**config.mk**
```make
export PLATFORM = sky130hd
export DESIGN_NAME = cell_pos_reader
export DESIGN_NICKNAME = d
export VERILOG_FILES = /design/src/rtl/cell_pos_reader.sv
export SDC_FILE = /design/constraint.sdc
export NUM_CORES = 1
export LEC_CHECK = 0
export CORE_ASPECT_RATIO = 0.75
export CORE_UTILIZATION = 55
export DETAILED_ROUTE_END_ITERATION = 10
export PLACE_DENSITY_LB_ADDON = 0.3
export SLEW_MARGIN = 20
export SYNTH_ARGS = -nofsm -noshare
export SYNTH_HDL_FRONTEND = slang
export SYNTH_SLANG_ARGS = --single-unit
```
**constraint.sdc**
```tcl
create_clock -name clock -period 4.1 [get_ports clock]
set_clock_uncertainty 0.05 [all_clocks]
set_input_delay 0.615 -clock clock [delete_from_list [all_inputs] [get_ports clock]]
set_output_delay 0.615 -clock clock [all_outputs]
set_load 0.02 [all_outputs]
```
**src/rtl/cell_pos_reader.sv**
```systemverilog
// Streams one cell's particle positions out of a 2-cycle-latency memory.
// Reads are credit-limited against a 4-entry FWFT FIFO so backpressure never drops data.
module cell_pos_reader #(
   parameter int DATA_WIDTH   = 96,
   parameter int PARTICLE_NUM = 220,
   parameter int ADDR_WIDTH   = 8
) (
   input  logic                  clock,
   input  logic                  reset_n,
   input  logic                  start,
   output logic                  busy,
   output logic                  done,
   output logic [ADDR_WIDTH-1:0] count_out,
   output logic                  count_err,
   output logic [ADDR_WIDTH-1:0] mem_address,
   output logic                  mem_rden,
   output logic                  mem_wren,
   input  logic [DATA_WIDTH-1:0] mem_q,
   output logic [DATA_WIDTH-1:0] out_data,
   output logic [ADDR_WIDTH-1:0] out_index,
   output logic                  out_valid,
   input  logic                  out_ready
);

   localparam logic [ADDR_WIDTH-1:0] MAX_CNT  = ADDR_WIDTH'(PARTICLE_NUM - 1);
   localparam logic [ADDR_WIDTH-1:0] ADDR_ONE = ADDR_WIDTH'(1);
   localparam int                    DEPTH    = 4;

   typedef enum logic [2:0] {
      S_IDLE,
      S_CNT_RD,
      S_CNT_W1,
      S_CNT_W2,
      S_STREAM,
      S_DRAIN,
      S_DONE
   } state_t;

   state_t                r_state;
   logic                  r_busy;
   logic                  r_done;
   logic [ADDR_WIDTH-1:0] r_count;
   logic                  r_err;
   logic [ADDR_WIDTH-1:0] r_addr;
   logic [2:0]            r_inflight;

   logic                  r_p0_v;
   logic                  r_p1_v;
   logic [ADDR_WIDTH-1:0] r_p0_idx;
   logic [ADDR_WIDTH-1:0] r_p1_idx;

   logic [DATA_WIDTH-1:0] r_fd [DEPTH];
   logic [ADDR_WIDTH-1:0] r_fi [DEPTH];
   logic [1:0]            r_wp;
   logic [1:0]            r_rp;
   logic [2:0]            r_occ;

   logic                  w_credit;
   logic                  w_issue;
   logic                  w_push;
   logic                  w_pop;
   logic [2:0]            w_occ_next;
   logic                  w_drained;
   logic [ADDR_WIDTH-1:0] w_raw_cnt;
   logic                  w_clamp;

   // Occupancy plus outstanding reads bounds what can still land in the FIFO
   assign w_credit   = ({1'b0, r_occ} + {1'b0, r_inflight}) < 4'd4;
   assign w_issue    = (r_state == S_STREAM) && w_credit;
   assign w_push     = r_p1_v;
   assign w_pop      = (r_occ != 3'd0) && out_ready;
   assign w_occ_next = r_occ + 3'(w_push) - 3'(w_pop);
   assign w_drained  = (r_inflight == 3'd0) && (w_occ_next == 3'd0);
   assign w_raw_cnt  = mem_q[ADDR_WIDTH-1:0];
   assign w_clamp    = w_raw_cnt > MAX_CNT;

   assign busy        = r_busy;
   assign done        = r_done;
   assign count_out   = r_count;
   assign count_err   = r_err;
   assign mem_address = r_addr;
   assign mem_rden    = (r_state == S_CNT_RD) || w_issue;
   assign mem_wren    = 1'b0;
   assign out_valid   = r_occ != 3'd0;
   assign out_data    = r_fd[r_rp];
   assign out_index   = r_fi[r_rp];

   always_ff @(posedge clock or negedge reset_n) begin
      if (!reset_n) begin
         r_state <= S_IDLE;
         r_busy  <= 1'b0;
         r_done  <= 1'b0;
         r_count <= '0;
         r_err   <= 1'b0;
         r_addr  <= '0;
      end else begin
         r_done <= 1'b0;
         unique case (r_state)
            S_IDLE: begin
               if (start) begin
                  r_state <= S_CNT_RD;
                  r_busy  <= 1'b1;
                  r_err   <= 1'b0;
                  r_addr  <= '0;
               end
            end
            S_CNT_RD: r_state <= S_CNT_W1;
            S_CNT_W1: r_state <= S_CNT_W2;
            S_CNT_W2: begin
               r_count <= w_clamp ? MAX_CNT : w_raw_cnt;
               r_err   <= w_clamp;
               if (w_raw_cnt == '0) begin
                  r_state <= S_DONE;
                  r_done  <= 1'b1;
               end else begin
                  r_state <= S_STREAM;
                  r_addr  <= ADDR_ONE;
               end
            end
            S_STREAM: begin
               if (w_issue) begin
                  if (r_addr == r_count) r_state <= S_DRAIN;
                  else                   r_addr  <= r_addr + ADDR_ONE;
               end
            end
            S_DRAIN: begin
               if (w_drained) begin
                  r_state <= S_DONE;
                  r_done  <= 1'b1;
               end
            end
            S_DONE: begin
               r_state <= S_IDLE;
               r_busy  <= 1'b0;
            end
            default: r_state <= S_IDLE;
         endcase
      end
   end

   // Index rides alongside the read so it meets its data at the FIFO
   always_ff @(posedge clock or negedge reset_n) begin
      if (!reset_n) begin
         r_p0_v     <= 1'b0;
         r_p1_v     <= 1'b0;
         r_p0_idx   <= '0;
         r_p1_idx   <= '0;
         r_inflight <= '0;
      end else begin
         r_p0_v     <= w_issue;
         r_p0_idx   <= r_addr - ADDR_ONE;
         r_p1_v     <= r_p0_v;
         r_p1_idx   <= r_p0_idx;
         r_inflight <= r_inflight + 3'(w_issue) - 3'(w_push);
      end
   end

   always_ff @(posedge clock or negedge reset_n) begin
      if (!reset_n) begin
         for (int i = 0; i < DEPTH; i++) begin
            r_fd[i] <= '0;
            r_fi[i] <= '0;
         end
         r_wp  <= '0;
         r_rp  <= '0;
         r_occ <= '0;
      end else begin
         if (w_push) begin
            r_fd[r_wp] <= mem_q;
            r_fi[r_wp] <= r_p1_idx;
            r_wp       <= r_wp + 2'd1;
         end
         if (w_pop) r_rp <= r_rp + 2'd1;
         r_occ <= w_occ_next;
      end
   end

endmodule
```
==> qor.txt, run 1 <==
status: completed
antenna fix cells: 0
EDFF count, synth: 0
Pins Over Slew Limit: 0
Synth Area in Adders: 0.00946
top cell types by occurrence after synthesis: 466 x dfrtp_1, 416 x mux2_2, 104 x mux4_2, 48 x clkbuf_1, 38 x nand2_1
port bufs: 224
period utilization: 0.880
clock latency on the worst-skew pair: 0.55 ns
Cell Area, Synth: 0.0201 sq mm
Overall Global Routing Usage: 0.234
CP Capture Type: primary output
Main synth FF type: dfrtp_1
Iter 0 DRT Violations: 553
FMAX: 277 MHz
Area after DPL: 0.0229 sq mm
first-pass GRT wire length: 69500 um
placed cell count: 1864
Filler Cell Count: 2468
Synthesized Nets: 1349
setup_tns: 0 ns
std cell rows: 60
WL/cell: 21.5 um
synthesized flop and latch total: 466
DRC: 0
worst min path class: in2async
register-to-register setup slack: 0.94 ns
synthesized area per cell: 16.3 sq um
largest family of logic cells by synthesized area: multiplexers
Clock transition at path regs: 0.06 ns
max_slew headroom: 0.431
xor/xnor share of the synthesized area: 0.00871
layout cells sized above 1: 0.421
design area: 0.0245 sq mm
gpl congestion: 0.838
Synth top area share: 0.580
sequential area share after synthesis: 0.580
post-synthesis cell count: 1235
global route total overflow: 0
RSZ-0062 raised after global routing: no
synth unique cells: 45
WL final: 41800 um
Layout area overhead: 21.6%
Crit Path Category: reg2out
yosys warns: 0
Synth area leader: dfrtp_1
vias per cell: 5.90
ranking of synthesized cells by area: dfrtp_1 58%, mux2_2 23%, mux4_2 12%
Synth Area in Compound Gates: 0.0141
fraction of registers with async set/reset: 1.00
Post-CTS Setup Bufs: 0
cts hold-fix bufs: 0
DRT antenna net count: 0
PD cells: 916 mW/mm^2
most common cell in the netlist: dfrtp_1
H-tree depth: 2
initial antenna violation count: 0
fraction of synthesized area in multiplexers: 0.349
worst vdd ir: 0.000739 V
Max-cap violations: 0
leak pwr: 10.2 nW
Setup violations, final: 0
final hold viol count: 0
io pins: 226
die extent in x: 223 um
worst reg2reg endpoint: r_state[1]$_DFFE_PN0P_
final net count: 1560
Sink Count: 466
Finished Layout Cells: 1944
Synth Area in Simple Gates: 0.0202
Core ar.: 0.0360 sq mm
final critical-path required period: 3.61 ns
slowest cell on the critical path: clkdlybuf4s50_1
dpl hpwl: 26000 um
Die ar.: 0.0373 sq mm
vias in the first global route: 12608
post_cts resized: 0
CTS root buf: clkbuf_16
Longest Clk Path Bufs: 3
worst r2r src: r_occ[1]$_DFF_PN0_
largest net degree at the start of global routing: 101
drt first pass iters: 4
critical path data required time: 3.43 ns
Vias: 11476
WP data arrival: 2.94 ns
initial cell density of the core: 0.559
final core utilization: 0.680
CP Max Fanout: 3
CTS tree: built
slowest stage delay, CP: 0.62 ns
CP Cell Sequence: ha_1, or4b_4, or3_1, a21oi_1, clkdlybuf4s50_1
die height: 168 um
reg2reg path depth: 9
CP Launch Type: register
Worst-Margin Slew: 0.853 ns
total CTS buffers: 45
[worst max-delay path: cells and delay by family (launching register included)]
| family | cells | cell delay [ns] |
|---|---|---|
| and+or+nand+nor | 2 | 0.88 |
| buffers and inverters | 1 | 0.62 |
| DFF | 1 | 0.41 |
| adders and majority gates | 1 | 0.32 |
| AOI/OAI and AO/OA | 1 | 0.16 |
[stage by stage]
| stage | hold WS (ns) | worst slack (ns) | total power (W) |
|---|---|---|---|
| 3_3_place_gp | 0.284 | 0.822 | 0.0179 |
| 5_1_grt | 0.103 | 0.364 | 0.0236 |
| 3_5_place_dp | 0.285 | 0.733 | 0.0183 |
| 2_1_floorplan | 0.269 | 0.966 | 0.0144 |
| 6_report | 0.0193 | 0.493 | 0.0224 |
| 4_1_cts | 0.0873 | 0.462 | 0.0226 |
[logic make-up (layout without fill, tap and decap cells)]
kind of cell | count (synthesis) | in the layout
AO/OA/AOI/OAI | 40 | 40
AND/OR/NAND/NOR | 82 | 82
flip-flops | 466 | 466
adder cells (fa/ha/maj) | 14 | 14
buffers and inverters | 92 | 336
XOR/XNOR | 20 | 20
other | 1 | 1
multiplexers | 520 | 520
[worst max-delay path by stage]
stage	start	end	slack, ns	depth (start not counted)
finish	r_inflight[2]$_DFF_PN0_	mem_rden	0.49	5
global route	r_inflight[2]$_DFF_PN0_	mem_rden	0.36	5
CTS	r_inflight[2]$_DFF_PN0_	mem_rden	0.46	5
detailed placement	out_ready	r_state[1]$_DFFE_PN0P_	0.73	9
global placement	out_ready	r_state[1]$_DFFE_PN0P_	0.82	9
floorplan	r_occ[1]$_DFF_PN0_	r_state[1]$_DFFE_PN0P_	0.97	9
[layer usage]
layer	up-vias	track usage	routed length [um]
li1	5016	-	-
met1	6163	0.337	19000
met2	239	0.380	20500
met3	58	0.0379	1620
met4	0	0.0522	680
met5	-	0	0
[cells in the final DEF, fill, tap and decap left out, drive strengths merged, types with 6 or more instances in the layout]
| master | count |
|---|---|
| o21ai | 9 |
| xor2 | 7 |
| xnor2 | 13 |
| dfrtp | 466 |
| mux4 | 104 |
| nand3 | 10 |
| a21oi | 6 |
| inv | 14 |
| nand2 | 38 |
| clkdlybuf4s50 | 223 |
| mux2 | 416 |
| a31oi | 6 |
| ha | 12 |
| buf | 19 |
| or3 | 6 |
| clkinv | 9 |
| clkbuf | 64 |
[layout make-up]
cell class | instances | area (sq um) | share of cell area
clock buffer | 64 | 1320 | 0.0539
clock inverter | 16 | 199 | 0.00813
inverter | 14 | 52.6 | 0.00215
multi-input combinational | 677 | 8120 | 0.332
sequential | 466 | 11700 | 0.477
tap | 465 | 582 | 0.0238
timing repair buffer | 242 | 2520 | 0.103
[power by group]
part           internal (W)  switching, W
clock network       0.00249       0.00172
logic               0.00566       0.00420
registers           0.00692       0.00140
total                0.0151       0.00732
[sequential cells by signal, indices dropped and copies added (netlist names)]
register and count:
busy 1, count_err 1, count_out 8, done 1
mem_address 8, r_fd 384, r_fi 32, r_inflight 3
r_occ 3, r_p0_idx 8, r_p0_v 1, r_p1_idx 8
r_p1_v 1, r_rp 2, r_state 3, r_wp 2
(Power assumes the default switching activity.)
==> inputs of run 2 (changes only) <==
--- a/config.mk
+++ b/config.mk
@@ -5,6 +5,7 @@
 export SDC_FILE = /design/constraint.sdc
 export NUM_CORES = 1
 export LEC_CHECK = 0
+export ABC_CLOCK_PERIOD_IN_PS = 4100
 export CORE_ASPECT_RATIO = 0.75
 export CORE_UTILIZATION = 55
 export DETAILED_ROUTE_END_ITERATION = 10
==> results of run 2 <==
Same layout as run 1: the final DEF is identical, and so are final timing and power.
